$ cat src/rtl/alu_issue_ctrl.sv
// rtl/alu_issue_ctrl.sv - MIPS ALU issue/result controller: decode into a registered issue stage, capture ALU result into a registered result stage.
// Optional overflow trapping for ADD/ADDI/SUB is enabled by defining ALU_OVF_TRAP_EN.
module alu_issue_ctrl #(
  parameter int RESET_PC_UNUSED = 0
) (
  input  logic        clk,
  input  logic        rst_n,
  input  logic        in_valid,
  output logic        in_ready,
  input  logic [31:0] instr,
  input  logic [31:0] pc,
  input  logic [31:0] rs_data,
  input  logic [31:0] rt_data,
  output logic [31:0] alu_a,
  output logic [31:0] alu_b,
  output logic [3:0]  alu_aluc,
  input  logic [31:0] alu_y,
  input  logic        alu_zero,
  input  logic        alu_overflow,
  output logic        out_valid,
  input  logic        out_ready,
  output logic        wb_we,
  output logic [4:0]  wb_rd,
  output logic [31:0] wb_data,
  output logic        br_taken,
  output logic [31:0] br_target,
  output logic        exc_ovf,
  output logic        exc_ill
);

  if (RESET_PC_UNUSED != 0) begin : g_reserved
  end

  logic [5:0]  op, funct;
  logic [4:0]  f_rs, f_rt, f_rd, shamt;
  logic [15:0] imm;
  logic [31:0] sext_imm, zext_imm;

  assign op       = instr[31:26];
  assign f_rs     = instr[25:21];
  assign f_rt     = instr[20:16];
  assign f_rd     = instr[15:11];
  assign shamt    = instr[10:6];
  assign funct    = instr[5:0];
  assign imm      = instr[15:0];
  assign sext_imm = {{16{imm[15]}}, imm};
  assign zext_imm = {16'b0, imm};

  logic [3:0]  d_aluc;
  logic [31:0] d_a, d_b, d_tgt;
  logic [4:0]  d_rd;
  logic        d_beq, d_bne, d_ill, d_we, d_ovf;

  always_comb begin
    d_aluc = 4'b0000;
    d_a    = 32'b0;
    d_b    = 32'b0;
    d_rd   = 5'b0;
    d_beq  = 1'b0;
    d_bne  = 1'b0;
    d_ill  = 1'b0;
    d_ovf  = 1'b0;
    case (op)
      6'h00: begin
        d_rd = f_rd;
        d_a  = rs_data;
        d_b  = rt_data;
        case (funct)
          6'h20: begin d_aluc = 4'b0000; d_ovf = 1'b1; end
          6'h21: d_aluc = 4'b0001;
          6'h22: begin d_aluc = 4'b0010; d_ovf = 1'b1; end
          6'h23: d_aluc = 4'b0011;
          6'h24: d_aluc = 4'b0100;
          6'h25: d_aluc = 4'b0101;
          6'h26: d_aluc = 4'b0110;
          6'h27: d_aluc = 4'b0111;
          6'h2A: d_aluc = 4'b1000;
          6'h2B: d_aluc = 4'b1001;
          6'h00: begin d_aluc = 4'b1010; d_a = {27'b0, shamt}; end
          6'h02: begin d_aluc = 4'b1011; d_a = {27'b0, shamt}; end
          6'h03: begin d_aluc = 4'b1100; d_a = {27'b0, shamt}; end
          6'h04: begin d_aluc = 4'b1010; d_a = {27'b0, rs_data[4:0]}; end
          6'h06: begin d_aluc = 4'b1011; d_a = {27'b0, rs_data[4:0]}; end
          6'h07: begin d_aluc = 4'b1100; d_a = {27'b0, rs_data[4:0]}; end
          default: begin
            d_ill = 1'b1;
            d_a   = 32'b0;
            d_b   = 32'b0;
          end
        endcase
      end
      6'h04, 6'h05: begin
        d_aluc = 4'b0011;
        d_a    = rs_data;
        d_b    = rt_data;
        d_beq  = (op == 6'h04);
        d_bne  = (op == 6'h05);
      end
      6'h08: begin d_aluc = 4'b0000; d_rd = f_rt; d_a = rs_data; d_b = sext_imm; d_ovf = 1'b1; end
      6'h09: begin d_aluc = 4'b0001; d_rd = f_rt; d_a = rs_data; d_b = sext_imm; end
      6'h0A: begin d_aluc = 4'b1000; d_rd = f_rt; d_a = rs_data; d_b = sext_imm; end
      6'h0B: begin d_aluc = 4'b1001; d_rd = f_rt; d_a = rs_data; d_b = sext_imm; end
      6'h0C: begin d_aluc = 4'b0100; d_rd = f_rt; d_a = rs_data; d_b = zext_imm; end
      6'h0D: begin d_aluc = 4'b0101; d_rd = f_rt; d_a = rs_data; d_b = zext_imm; end
      6'h0E: begin d_aluc = 4'b0110; d_rd = f_rt; d_a = rs_data; d_b = zext_imm; end
      6'h0F: begin d_aluc = 4'b1101; d_rd = f_rt; d_a = rs_data; d_b = zext_imm; end
      default: d_ill = 1'b1;
    endcase
  end

  // Branches and illegal ops never write; writes to $0 are suppressed too.
  assign d_we  = !d_ill && !d_beq && !d_bne && (d_rd != 5'd0);
  assign d_tgt = pc + 32'd4 + {sext_imm[29:0], 2'b00};

  logic        s1_valid, s2_valid, s2_free, load, adv;
  logic [4:0]  s1_rd;
  logic        s1_we, s1_beq, s1_bne, s1_ill;
  logic [31:0] s1_tgt;
  logic        trap;

  assign s2_free   = !s2_valid || out_ready;
  assign in_ready  = !s1_valid || s2_free;
  assign load      = in_valid && in_ready;
  assign adv       = s1_valid && s2_free;
  assign out_valid = s2_valid;

`ifdef ALU_OVF_TRAP_EN
  logic s1_ovf;
  always_ff @(posedge clk or negedge rst_n) begin
    if (!rst_n)    s1_ovf <= 1'b0;
    else if (load) s1_ovf <= d_ovf;
  end
  assign trap = s1_ovf && alu_overflow;
`else
  logic unused_ovf;
  assign unused_ovf = alu_overflow ^ d_ovf;
  assign trap       = 1'b0;
`endif

  always_ff @(posedge clk or negedge rst_n) begin
    if (!rst_n) begin
      s1_valid <= 1'b0;
      alu_a    <= 32'b0;
      alu_b    <= 32'b0;
      alu_aluc <= 4'b0;
      s1_rd    <= 5'b0;
      s1_we    <= 1'b0;
      s1_beq   <= 1'b0;
      s1_bne   <= 1'b0;
      s1_ill   <= 1'b0;
      s1_tgt   <= 32'b0;
    end else if (load) begin
      s1_valid <= 1'b1;
      alu_a    <= d_a;
      alu_b    <= d_b;
      alu_aluc <= d_aluc;
      s1_rd    <= d_rd;
      s1_we    <= d_we;
      s1_beq   <= d_beq;
      s1_bne   <= d_bne;
      s1_ill   <= d_ill;
      s1_tgt   <= d_tgt;
    end else if (adv) begin
      // Empty issue stage presents zero operands to the ALU.
      s1_valid <= 1'b0;
      alu_a    <= 32'b0;
      alu_b    <= 32'b0;
      alu_aluc <= 4'b0;
    end
  end

  always_ff @(posedge clk or negedge rst_n) begin
    if (!rst_n) begin
      s2_valid  <= 1'b0;
      wb_we     <= 1'b0;
      wb_rd     <= 5'b0;
      wb_data   <= 32'b0;
      br_taken  <= 1'b0;
      br_target <= 32'b0;
      exc_ovf   <= 1'b0;
      exc_ill   <= 1'b0;
    end else if (adv) begin
      s2_valid  <= 1'b1;
      wb_we     <= s1_we && !trap;
      wb_rd     <= s1_rd;
      wb_data   <= alu_y;
      br_taken  <= (s1_beq && alu_zero) || (s1_bne && !alu_zero);
      br_target <= s1_tgt;
      exc_ovf   <= trap;
      exc_ill   <= s1_ill;
    end else if (out_ready) begin
      s2_valid <= 1'b0;
    end
  end

endmodule

$ cat config.mk
export PLATFORM = sky130hd
export DESIGN_NAME = alu_issue_ctrl
export DESIGN_NICKNAME = d
export VERILOG_FILES = /design/src/rtl/alu_issue_ctrl.sv
export SDC_FILE = /design/constraint.sdc
export NUM_CORES = 1
export LEC_CHECK = 0
export ABC_AREA = 1
export CORE_MARGIN = 4
export CORE_UTILIZATION = 33
export CTS_BUF_LIST = sky130_fd_sc_hd__clkbuf_8
export CTS_CLUSTER_DIAMETER = 100
export CTS_CLUSTER_SIZE = 28
export DETAILED_ROUTE_END_ITERATION = 16
export GPL_ROUTABILITY_DRIVEN = 0
export PLACE_DENSITY = 0.61
export SETUP_SLACK_MARGIN = 0.1
export SLEW_MARGIN = 10
export SYNTH_ARGS = -nofsm -noshare
export SYNTH_HDL_FRONTEND = slang
export SYNTH_SLANG_ARGS = --single-unit
export TNS_END_PERCENT = 50
$ cat constraint.sdc
create_clock -name clk -period 2.03 [get_ports clk]
set_input_delay 0.406 -clock clk [delete_from_list [all_inputs] [get_ports clk]]
set_output_delay 0.406 -clock clk [all_outputs]
set_load 0.01 [all_outputs]
==> impl_metrics.json <==
{
  "period_needed_ns": 1.87,
  "yosys-top-cells-area": "dfrtp_1 (43%), nand2_1 (24%), ha_1 (6.8%)",
  "whs_ns": 0.356,
  "critPathMaxStageDelay_ns": 0.42,
  "nets": 2064,
  "overflow": 0,
  "power.leakage_nw": 8.19,
  "synth_compound_area_share_pct": 6.79,
  "synthToLayoutAreaGrowth_pct": 54.8,
  "ioPinCount": 309,
  "synth_xor_area_share_pct": 0.665,
  "path_buf_inv": 5,
  "slew_headroom_pct": 63.4,
  "grt_start_max_net_pins": 59,
  "cts_buffers": 17,
  "ys_warn_count": 0,
  "timing.fmax_ghz": 0.535,
  "placed_cell_area_um2": 14900,
  "synth_fa_ha_area_share_pct": 6.96,
  "fin_ws_ns": 0.160,
  "wl_per_cell_um": 15.4,
  "drt-initial-drc-count": 609,
  "ant_nets": 0,
  "hold_depth": 4,
  "ys_seq_area_share_pct": 43.5,
  "hpwl_mm": 26.3,
  "setup_tns_ns": 0,
  "synth_ff_type": "dfrtp_1",
  "synth_top_family_by_area": "simple AND/OR/NAND/NOR gates",
  "io_buffers": 301,
  "path_max_fanout": 3,
  "avgSynthCellArea_um2": 7.27,
  "power_density_nw_per_um2": 669,
  "yosys-top-cells-count": "nand2_1 (669), dfrtp_1 (183), inv_1 (159)",
  "r2r_end": "alu_a[10]",
  "num_rows": 65,
  "netlist.area_leader.share_pct": 43.5,
  "yosysMostFrequentCell": "nand2_1",
  "end_kind": "flop",
  "critPathSlowestCell": "fa_2",
  "drv_cap": 0,
  "dp.cells": 2215,
  "grt_pass1_vias": 10331,
  "hold_start": "instr[0]",
  "yosysUniqueCellTypes": 37,
  "core-area_um2": 31600,
  "start_util_pct": 33.4,
  "clk_pin_slew_worst_paths_ns": 0.10,
  "rrSetupSlack_ns": 0.58,
  "layout-drive-gt1-share_pct": 17.6,
  "peakVddDrop_uv": 395,
  "critical_path_required_ns": 2.40,
  "antenna_found_initial": 9,
  "path_cells": "dlygate4sd2_1 > inv_2 > ha_4 > inv_2 > ha_4 > fa_2 > buf_4 > nand3_1 > nand3b_1 > buf_4 > nand2_1 > nand3b_1 > nand3_1 > nand2_1",
  "worst_pin_slew_ns": 0.549,
  "synth_area_leader_cell": "dfrtp_1",
  "synth_edf_count": 0,
  "synthesis.nets": 1673,
  "clk_path_buf_depth": 2,
  "fp.dieW_um": 187,
  "status": "finished, final reports clean",
  "slew_violations": 0,
  "worst_ep_arrival_time_ns": 2.24,
  "hold_class": "in -> reg",
  "dieHeight_um": 187,
  "async_reset_ff_share_pct": 100,
  "htreeDepth": 4,
  "total_power_mw": 10.9,
  "cts_tree": "built",
  "drt-total-wl_mm": 34.8,
  "finalSetupViolCount": 0,
  "fin_skew_ns": 0.0177,
  "grt_pass1_wl_mm": 55.4,
  "r2r-start": "s1_valid",
  "post-place-ws_ns": -0.837,
  "utilization_pct": 51.7,
  "final_area_um2": 16300,
  "fin_crit_sh_pct": 92.1,
  "cts_sinks": 183,
  "hold_viol": 0,
  "synth-simple-area-share_pct": 33.7,
  "hold_path_end": "s1_tgt[2]",
  "syn_inst": 1449,
  "syn_area_um2": 10500,
  "critPathTopFamily": "adder cells",
  "r2r_cells": 6,
  "via_per_inst": 4.63,
  "grt_usage_pct": 19.5,
  "ys_ff_latch": 183,
  "synthMuxAreaShare_pct": 0,
  "path_class": "in -> reg",
  "critPathLaunchType": "primary input",
  "dr.pass1.iters": 5,
  "rsz0062_at_grt": "no",
  "drc": 0,
  "worstSkewPairLatency_ns": 0.47,
  "dr_total_vias": 10463,
  "final_cells": 2262,
  "cts_root_buf": "clkbuf_8",
  "die-area_um2": 34800
}
==> worst register-to-register path: stages, from the launching register on <==
cell      delay (ns)
dfrtp_1         0.41
nand3_1         0.13
nand2_1         0.13
inv_2           0.18
o211ai_4        0.11
buf_12          0.18
o21ai_0         0.21
==> layer usage <==
metal  part of all wire [%]  vias up  GRT usage [%]
li1                       -     5312              -
met1                     45     4833           25.7
met2                     48      264           32.4
met3                    4.5       52           3.55
met4                    2.8        2           7.08
met5                  0.023        -              0
==> where the power goes <==
group / internal (mW) / total [mW] / switching, mW
sequential: 4.16 / 4.42 / 0.264
clock: 1.08 / 2.54 / 1.46
combinational: 1.97 / 3.96 / 1.99
==> kinds of logic after synthesis <==
group | after synthesis
compound gates | 121
xor+xnor | 8
fa+ha+maj | 58
buf+inv | 218
flops | 183
other cells | 1
simple gates | 860
==> sequential cells by signal, summed over array words and instances, names as in the netlist <==
register,cells
s1_beq,1
wb_we,1
s1_tgt,32
alu_aluc,4
exc_ill,1
alu_b,32
wb_data,32
s1_valid,1
br_target,32
br_taken,1
out_valid,1
alu_a,32
wb_rd,5
s1_bne,1
s1_ill,1
s1_rd,5
s1_we,1
==> cell type report <==
cell class              instances  area, um^2
inverters                     168         633
well taps                     402         503
fillers                      2968       15200
flip-flops and latches        183        4580
multi-input cells            1048        6050
diodes                          7        17.5
clock buffers                  19         262
clock inverters                13         133
repair buffers                422        4130
==> cells in the final DEF (no fill, tap or decap), drive strengths merged, types with 2 or more instances in the layout <==
master and n:
nand2 674, clkdlybuf4s50 261, dfrtp 183, inv 175, buf 120, nand3 111, o21ai 91, ha 57
nor2 52, clkbuf 24, a21oi 20, dlygate4sd2 19, dlymetal6s2s 15, nand4 11, nand3b 9, diode 7
xnor2 7, o22ai 3, o211ai 3, nor3 3, clkinv 3, clkinvlp 2
==> worst max path at each step <==
stage,from,to,cells after the start
CTS,instr[15],s1_tgt[20],15
floorplan,instr[1],s1_tgt[31],11
finish,pc[2],s1_tgt[17],14
global route,pc[26],s1_tgt[31],13
detailed placement,instr[15],s1_tgt[20],13
global placement,instr[15],s1_tgt[20],13
==> timing repair <==
item,CTS,global route
endpoints found under the hold margin,52,0
resized for setup,126,59
buffers inserted,3,3
endpoints found under the setup margin,25,20
pin swaps,26,22
hold buffers,1,0
gates cloned,1,0
No activity file was read; power rests on OpenSTA's default activity.
